<file path="config.mk">
export PLATFORM = sky130hd
export DESIGN_NAME = punc_control
export DESIGN_NICKNAME = d
export VERILOG_FILES = /design/src/rtl/punc_control.sv
export SDC_FILE = /design/constraint.sdc
export NUM_CORES = 1
export LEC_CHECK = 0
export BUFFER_PORTS_ARGS = -buffer_cell sky130_fd_sc_hd__buf_2
export CORE_MARGIN = 5
export CORE_UTILIZATION = 40
export DETAILED_ROUTE_END_ITERATION = 12
export PLACE_DENSITY = 0.78
export SLEW_MARGIN = 40
export SYNTH_ARGS = -nofsm -noshare
export SYNTH_HDL_FRONTEND = slang
export SYNTH_SLANG_ARGS = --single-unit
</file>
<file path="constraint.sdc">
create_clock -name clk -period 4.4 [get_ports clk]
set_input_delay 0.22 -clock clk [delete_from_list [all_inputs] [get_ports clk]]
set_output_delay 0.22 -clock clk [all_outputs]
set_load 0.02 [all_outputs]
</file>
<file path="src/rtl/punc_control.sv">
// Multi-cycle LC-3 style control unit: FETCH/DECODE/EXEC(/EXEC2) sequencing
// with every control output registered, computed from the state being entered.
module punc_control #(
  parameter logic [3:0] HALT_OP = 4'hF
) (
  input  logic        clk,
  input  logic        rst,
  input  logic [15:0] ir,
  input  logic        n,
  input  logic        z,
  input  logic        p,
  output logic        ir_ld,
  output logic        pc_inc,
  output logic        pc_ld,
  output logic        pc_data_sel,
  output logic        pc_add_sel,
  output logic [1:0]  addr_mem_sel,
  output logic        w_en_mem,
  output logic [1:0]  w_rf_sel,
  output logic [2:0]  r_addr_0_rf,
  output logic [2:0]  r_addr_1_rf,
  output logic [2:0]  w_addr_rf,
  output logic        w_en_rf,
  output logic        a_sel,
  output logic        b_sel,
  output logic [1:0]  alu_op,
  output logic        nzp_sel,
  output logic        cc_ld,
  output logic        store_ld,
  output logic        halted
);

  localparam logic [3:0] OP_BR  = 4'h0;
  localparam logic [3:0] OP_ADD = 4'h1;
  localparam logic [3:0] OP_LD  = 4'h2;
  localparam logic [3:0] OP_ST  = 4'h3;
  localparam logic [3:0] OP_JSR = 4'h4;
  localparam logic [3:0] OP_AND = 4'h5;
  localparam logic [3:0] OP_LDR = 4'h6;
  localparam logic [3:0] OP_STR = 4'h7;
  localparam logic [3:0] OP_NOT = 4'h9;
  localparam logic [3:0] OP_LDI = 4'hA;
  localparam logic [3:0] OP_STI = 4'hB;
  localparam logic [3:0] OP_JMP = 4'hC;
  localparam logic [3:0] OP_LEA = 4'hE;

  typedef enum logic [2:0] {S_FETCH, S_DECODE, S_EXEC, S_EXEC2, S_HALT} state_t;

  typedef struct packed {
    logic       ir_ld;
    logic       pc_inc;
    logic       pc_ld;
    logic       pc_data_sel;
    logic       pc_add_sel;
    logic [1:0] addr_mem_sel;
    logic       w_en_mem;
    logic [1:0] w_rf_sel;
    logic [2:0] r_addr_0;
    logic [2:0] r_addr_1;
    logic [2:0] w_addr;
    logic       w_en_rf;
    logic       a_sel;
    logic       b_sel;
    logic [1:0] alu_op;
    logic       nzp_sel;
    logic       cc_ld;
    logic       store_ld;
    logic       halted;
  } ctl_t;

  state_t     r_state;
  state_t     w_nxt_state;
  state_t     w_tgt;
  ctl_t       r_ctl;
  ctl_t       w_nxt_ctl;
  logic [3:0] w_op;
  logic       w_br_take;
  logic       w_unused_ir;

  assign w_op        = ir[15:12];
  assign w_br_take   = (ir[11] & n) | (ir[10] & z) | (ir[9] & p);
  assign w_unused_ir = ^ir[4:3];

  // Sequencing; reset overrides the target so outputs land on FETCH values.
  always_comb begin
    w_nxt_state = r_state;
    case (r_state)
      S_FETCH:  w_nxt_state = S_DECODE;
      S_DECODE: w_nxt_state = (w_op == HALT_OP) ? S_HALT : S_EXEC;
      S_EXEC:   w_nxt_state = (w_op == OP_LDI || w_op == OP_STI) ? S_EXEC2 : S_FETCH;
      S_EXEC2:  w_nxt_state = S_FETCH;
      S_HALT:   w_nxt_state = S_HALT;
      default:  w_nxt_state = S_FETCH;
    endcase
    w_tgt = rst ? S_FETCH : w_nxt_state;
  end

  // Control word for the state about to be entered; IR is stable from DECODE on.
  always_comb begin
    w_nxt_ctl = '0;
    case (w_tgt)
      S_FETCH: begin
        w_nxt_ctl.ir_ld  = 1'b1;
        w_nxt_ctl.pc_inc = 1'b1;
      end
      S_EXEC: begin
        case (w_op)
          OP_ADD, OP_AND, OP_NOT: begin
            w_nxt_ctl.r_addr_0 = ir[8:6];
            w_nxt_ctl.a_sel    = 1'b1;
            w_nxt_ctl.w_rf_sel = 2'b10;
            w_nxt_ctl.w_addr   = ir[11:9];
            w_nxt_ctl.w_en_rf  = 1'b1;
            w_nxt_ctl.cc_ld    = 1'b1;
            if (w_op == OP_NOT) begin
              w_nxt_ctl.alu_op = 2'b10;
            end else begin
              w_nxt_ctl.r_addr_1 = ir[2:0];
              w_nxt_ctl.b_sel    = ir[5];
              w_nxt_ctl.alu_op   = (w_op == OP_AND) ? 2'b01 : 2'b00;
            end
          end
          OP_BR: begin
            if (w_br_take) begin
              w_nxt_ctl.pc_ld      = 1'b1;
              w_nxt_ctl.pc_add_sel = 1'b1;
            end
          end
          OP_JMP: begin
            w_nxt_ctl.r_addr_0    = ir[8:6];
            w_nxt_ctl.pc_data_sel = 1'b1;
            w_nxt_ctl.pc_ld       = 1'b1;
          end
          OP_JSR: begin
            w_nxt_ctl.w_addr   = 3'd7;
            w_nxt_ctl.w_rf_sel = 2'b00;
            w_nxt_ctl.w_en_rf  = 1'b1;
            w_nxt_ctl.pc_ld    = 1'b1;
            if (!ir[11]) begin
              w_nxt_ctl.pc_data_sel = 1'b1;
              w_nxt_ctl.r_addr_0    = ir[8:6];
            end
          end
          OP_LD, OP_LDR, OP_LEA: begin
            w_nxt_ctl.a_sel   = (w_op == OP_LDR);
            w_nxt_ctl.b_sel   = 1'b1;
            w_nxt_ctl.w_addr  = ir[11:9];
            w_nxt_ctl.w_en_rf = 1'b1;
            w_nxt_ctl.cc_ld   = 1'b1;
            if (w_op == OP_LDR) w_nxt_ctl.r_addr_0 = ir[8:6];
            if (w_op == OP_LEA) begin
              w_nxt_ctl.w_rf_sel = 2'b10;
            end else begin
              w_nxt_ctl.addr_mem_sel = 2'b01;
              w_nxt_ctl.w_rf_sel     = 2'b01;
              w_nxt_ctl.nzp_sel      = 1'b1;
            end
          end
          OP_ST, OP_STR: begin
            w_nxt_ctl.a_sel        = (w_op == OP_STR);
            w_nxt_ctl.b_sel        = 1'b1;
            w_nxt_ctl.addr_mem_sel = 2'b01;
            w_nxt_ctl.r_addr_1     = ir[11:9];
            w_nxt_ctl.w_en_mem     = 1'b1;
            if (w_op == OP_STR) w_nxt_ctl.r_addr_0 = ir[8:6];
          end
          OP_LDI, OP_STI: begin
            w_nxt_ctl.b_sel        = 1'b1;
            w_nxt_ctl.addr_mem_sel = 2'b01;
            w_nxt_ctl.store_ld     = 1'b1;
          end
          default: ;
        endcase
      end
      S_EXEC2: begin
        w_nxt_ctl.addr_mem_sel = 2'b10;
        if (w_op == OP_LDI) begin
          w_nxt_ctl.w_addr   = ir[11:9];
          w_nxt_ctl.w_rf_sel = 2'b01;
          w_nxt_ctl.w_en_rf  = 1'b1;
          w_nxt_ctl.cc_ld    = 1'b1;
          w_nxt_ctl.nzp_sel  = 1'b1;
        end else begin
          w_nxt_ctl.w_en_mem = 1'b1;
          w_nxt_ctl.r_addr_1 = ir[11:9];
        end
      end
      S_HALT:  w_nxt_ctl.halted = 1'b1;
      default: ;
    endcase
  end

  always_ff @(posedge clk) begin
    if (rst) r_state <= S_FETCH;
    else     r_state <= w_nxt_state;
    r_ctl <= w_nxt_ctl;
  end

  assign ir_ld        = r_ctl.ir_ld;
  assign pc_inc       = r_ctl.pc_inc;
  assign pc_ld        = r_ctl.pc_ld;
  assign pc_data_sel  = r_ctl.pc_data_sel;
  assign pc_add_sel   = r_ctl.pc_add_sel;
  assign addr_mem_sel = r_ctl.addr_mem_sel;
  assign w_en_mem     = r_ctl.w_en_mem;
  assign w_rf_sel     = r_ctl.w_rf_sel;
  assign r_addr_0_rf  = r_ctl.r_addr_0;
  assign r_addr_1_rf  = r_ctl.r_addr_1;
  assign w_addr_rf    = r_ctl.w_addr;
  assign w_en_rf      = r_ctl.w_en_rf;
  assign a_sel        = r_ctl.a_sel;
  assign b_sel        = r_ctl.b_sel;
  assign alu_op       = r_ctl.alu_op;
  assign nzp_sel      = r_ctl.nzp_sel;
  assign cc_ld        = r_ctl.cc_ld;
  assign store_ld     = r_ctl.store_ld;
  assign halted       = r_ctl.halted;

endmodule

</file>
## Word level (Yosys, flattened, before mapping)

Cells that the tools add are included.

| word-level totals | value |
|---|---|
| register bits | 31 |
| input port bits | 21 |
| output and inout port bits | 28 |

| cells by class | value |
|---|---|
| equal/unequal tests | 19 |
| muxes and demuxes | 39 |
| bitwise logic cells | 7 |
| reductions and logical operators | 16 |

Operators by type and width:

| operator | count |
|---|---|
| $eq A4 B4 Y1 const B | 6 |
| $pmux W3 S4 | 2 |
| $mux W3 | 7 |
| $eq A4 B3 Y1 const B | 4 |
| $pmux W7 S2 | 1 |
| $mux W1 | 13 |
| $mux W2 | 5 |
| $pmux W5 S2 | 1 |
| $eq A3 B2 Y1 const B | 3 |
| $reduce_or A3 Y1 | 3 |
| $eq A4 B2 Y1 const B | 2 |
| $pmux W1 S2 | 4 |
| $pmux W2 S2 | 2 |
| $pmux W4 S2 | 1 |
| $reduce_or A4 Y1 | 2 |
| $reduce_or A7 Y1 | 1 |
| $eq A3 B3 Y1 const B | 2 |
| $logic_not A3 Y1 | 2 |
| $pmux W3 S2 | 1 |
| $reduce_or A2 Y1 | 3 |
| $reduce_or A6 Y1 | 1 |
| $eq A4 B1 Y1 const B | 1 |
| $logic_not A4 Y1 | 1 |
| $mux W4 | 1 |
| other kinds (7) | 12 |

## Depth between registers and ports, before layout

| depth | value |
|---|---|
| word-level depth | 8 |
| mapped depth | 6 |
| gate-level depth less buffers | 4 |

## Worst setup path after synthesis

OpenSTA, ideal clock, no wires.

| path | value |
|---|---|
| path type | flip-flop to flip-flop |
| start | register r_state[1] |
| end | register r_ctl, in the netlist w_addr_rf[0] |
| library setup time | 58 ps |
| arrival time | 1711 ps |
| required time | 4342 ps |
| setup slack | 2630 ps |
| stages on the path, launching flop included | 7 |
| path buffers | 2 |
| clock period less this slack | 1770 ps |
| cells stage by stage | dfxtp_1 > buf_6 > or4b_4 > buf_6 > or3_4 > nor3b_4 > o21a_1 |

RTL lines:

| item | RTL line | RTL |
|---|---|---|
| from (decl) | 71 | `state_t r_state;` |
| from (signal assigned) | 195 | `else r_state <= w_nxt_state;` |
| to (signal assigned) | 196 | `r_ctl <= w_nxt_ctl;` |
| to (decl) | 74 | `ctl_t r_ctl;` |

==> metrics <==
CP max FO 9; H-Tree Depth 2; Tcrit/Tclk final 0.419; antenna violations before repair 0; final WL 2730 um; crit path DAT 2.12 ns; DRC viols 0; 1st-iter DRT viols 24; num ports 49; mapped cell area 1180 sq um; post-CTS setup buffers 0; gr ovfl total 0; Max clock buf depth 2; CP required 4.67 ns; pwr dens 357 nW/um^2; Final TNS setup 0 ns; Worst Hold Endpoint r_addr_0_rf[0]; #FFs+latches synth 30; layout filler cell count 282; DP Cell Count 198; Hold Violations, Final 0; Area Overhead vs Synth 22.8%; final cell count without fillers 206; hold path cells 2; YS warnings 0; CP startpoint kind register; RSZ-0062 raised after global routing false; vias per cell 5.18; Tightest Pin Transition 0.424 ns; synth top area cells dfxtp_1 (51%), nor2_1 (4.1%), a21oi_1 (3.8%), nand2_1 (3.8%), and2_1 (2.6%); Port Buffers 46; R2R Path End w_addr_rf[1]; effective utilization at floorplan 0.421; Final Critical Period 1.85 ns; core area 2810 sq um; Clock Sinks 30; Setup WS post-layout 2.55 ns; hold path start ir[6]; Cells after Synth 132; FF-to-FF Start r_state[0]; Final Skew 0.00858 ns; Fin Hold WS 0.108 ns; Worst slew margin 0.713; all-layer global routing usage 0.143; Critical Path Start r_state[0]; hold_buf cts 0; full die area 4140 sq um; layout cells sized above 1 0.326; RD Place Congestion 0.767; cts repair resizes 0; root buffer selected by CTS clkbuf_4; first-pass GRT wire length 4570 um; Reg2Reg Depth 4; CTS tree built; iteration count of the initial detailed-routing pass 4; antenna cell count 0; dpl hpwl 2020 um; status finished, final reports clean; Setup CP Type reg -> reg; ANT nets after route 0; share of the synthesized area in the top cell type 0.508; max-cap viol count 0; largest net degree at the start of global routing 21; worst hold path class in -> reg; CTS Buf Count 5; static leakage 0.683 nW; Synth cell types 32; setup violators final 0; VDD IR max 0.192 mV; vias in the first global route 1027; Max Fclk 542 MHz; post-synthesis average cell area 8.96 sq um; max-slew violations 0; Critical Path End Type register; R2R Setup Slk 2.55 ns; via count 1067; post-synth top area cell dfxtp_1; pre-CTS setup slack 2.59 ns; Die X 64.4 um; Seq/Total Area, Yosys 0.508; Clk pin slew, worst setup/hold paths 0.09 ns; Routed wire per std cell 13.3 um; Syn Nets 153; Chip Height 64.4 um; multi-input logic area 507 sq um; final core utilization 0.517; net total in the final layout 195; row count 19; Reg area 601 sq um; worst-skew pair later-pin latency 0.32 ns
## state kept, by name (all words and copies together), names as in the netlist, 2 cells and up
name and cells:
alu_op 2, r_addr_1_rf 3, w_rf_sel 2, w_addr_rf 3
r_state 3, addr_mem_sel 2, r_addr_0_rf 3
## layer usage
layer,GRT usage,vias up,wire length [um]
met3,0.0753,4,248
met2,0.229,38,1320
met1,0.159,486,1130
li1,-,539,-
met5,0,-,0
met4,0.0580,0,40
## worst max-delay path by stage
| stage | endpoint | slack (ns) | cells after the start |
|---|---|---|---|
| after floorplan | w_addr_rf[0] | 2.63 | 6 |
| after global placement | w_addr_rf[2] | 2.64 | 4 |
| after detailed placement | w_addr_rf[1] | 2.59 | 4 |
| after CTS | w_addr_rf[1] | 2.57 | 4 |
| after global routing | w_addr_rf[0] | 2.48 | 4 |
| final | w_addr_rf[1] | 2.55 | 4 |
## cell type report
| cell class | count | share of cell area |
|---|---|---|
| clock buffer | 7 | 0.0379 |
| clock inverter | 1 | 0.00345 |
| inverter | 4 | 0.0103 |
| multi-input combinational | 87 | 0.349 |
| sequential | 30 | 0.414 |
| tap | 31 | 0.0267 |
| timing repair buffer | 46 | 0.159 |
## power by group
| part | switching [mW] | internal, mW | total (mW) | leakage, nW |
|---|---|---|---|---|
| Combinational | 0.0417 | 0.0254 | 0.0671 | 0.404 |
| Clock | 0.0891 | 0.0773 | 0.166 | 0.0353 |
| Sequential | 0.00533 | 0.279 | 0.285 | 0.243 |
| Total | 0.136 | 0.382 | 0.518 | 0.683 |
## stage by stage
| stage | area (sq um) | total power, mW |
|---|---|---|
| 6_report | 1450 | 0.518 |
| 5_1_grt | 1450 | 0.546 |
| 4_1_cts | 1450 | 0.526 |
| 3_5_place_dp | 1390 | 0.358 |
| 3_3_place_gp | 1390 | 0.355 |
| 2_1_floorplan | 1180 | 0.339 |
## cell usage in the layout (no fill, tap or decap), types with 2 or more instances in the layout
cell,synthesis,final
a21oi_1,9,9
nand2_1,12,12
nor2b_1,4,4
and2_1,5,5
a221oi_1,2,2
a211oi_1,2,2
clkbuf_4,0,5
a31oi_1,2,2
nand2b_1,5,5
nor2_1,13,13
nor3_1,6,6
dfxtp_1,30,30
o22ai_1,4,4
buf_2,0,46
inv_1,4,4
and3_1,2,2
o21a_1,3,3
o21ai_0,4,4
nor3b_1,2,2
## cells by family after synthesis
group | after synthesis | synth area share
and+or+nand+nor | 58 | 0.273
DFF | 30 | 0.508
AOI/OAI and AO/OA | 29 | 0.156
buffers and inverters | 15 | 0.0635
## critical path: stages (launching register included)
cell and delay (ns):
dfxtp_1 0.46, or4b_4 0.57, or3_4 0.38, nor3b_4 0.22, o21a_1 0.15
## cell usage after synthesis
| cell type | instances |
|---|---|
| a211oi_1 | 2 |
| a21oi_1 | 9 |
| a221oi_1 | 2 |
| a222oi_1 | 1 |
| a31oi_1 | 2 |
| a32oi_1 | 1 |
| and2_1 | 5 |
| and3_1 | 2 |
| buf_4 | 1 |
| buf_6 | 2 |
| clkbuf_1 | 8 |
| dfxtp_1 | 30 |
| inv_1 | 4 |
| nand2_1 | 12 |
| nand2b_1 | 5 |
| nand3_1 | 1 |
| nand4_1 | 1 |
| nor2_1 | 13 |
| nor2b_1 | 4 |
| nor3_1 | 6 |
| nor3b_1 | 2 |
| nor3b_4 | 1 |
| nor4_1 | 1 |
| nor4bb_1 | 1 |
| o211ai_1 | 1 |
| o21a_1 | 3 |
| o21ai_0 | 4 |
| o22ai_1 | 4 |
| or2_2 | 1 |
| or3_1 | 1 |
| or3_4 | 1 |
| or4b_4 | 1 |
Power figures use the tool's default switching activity.
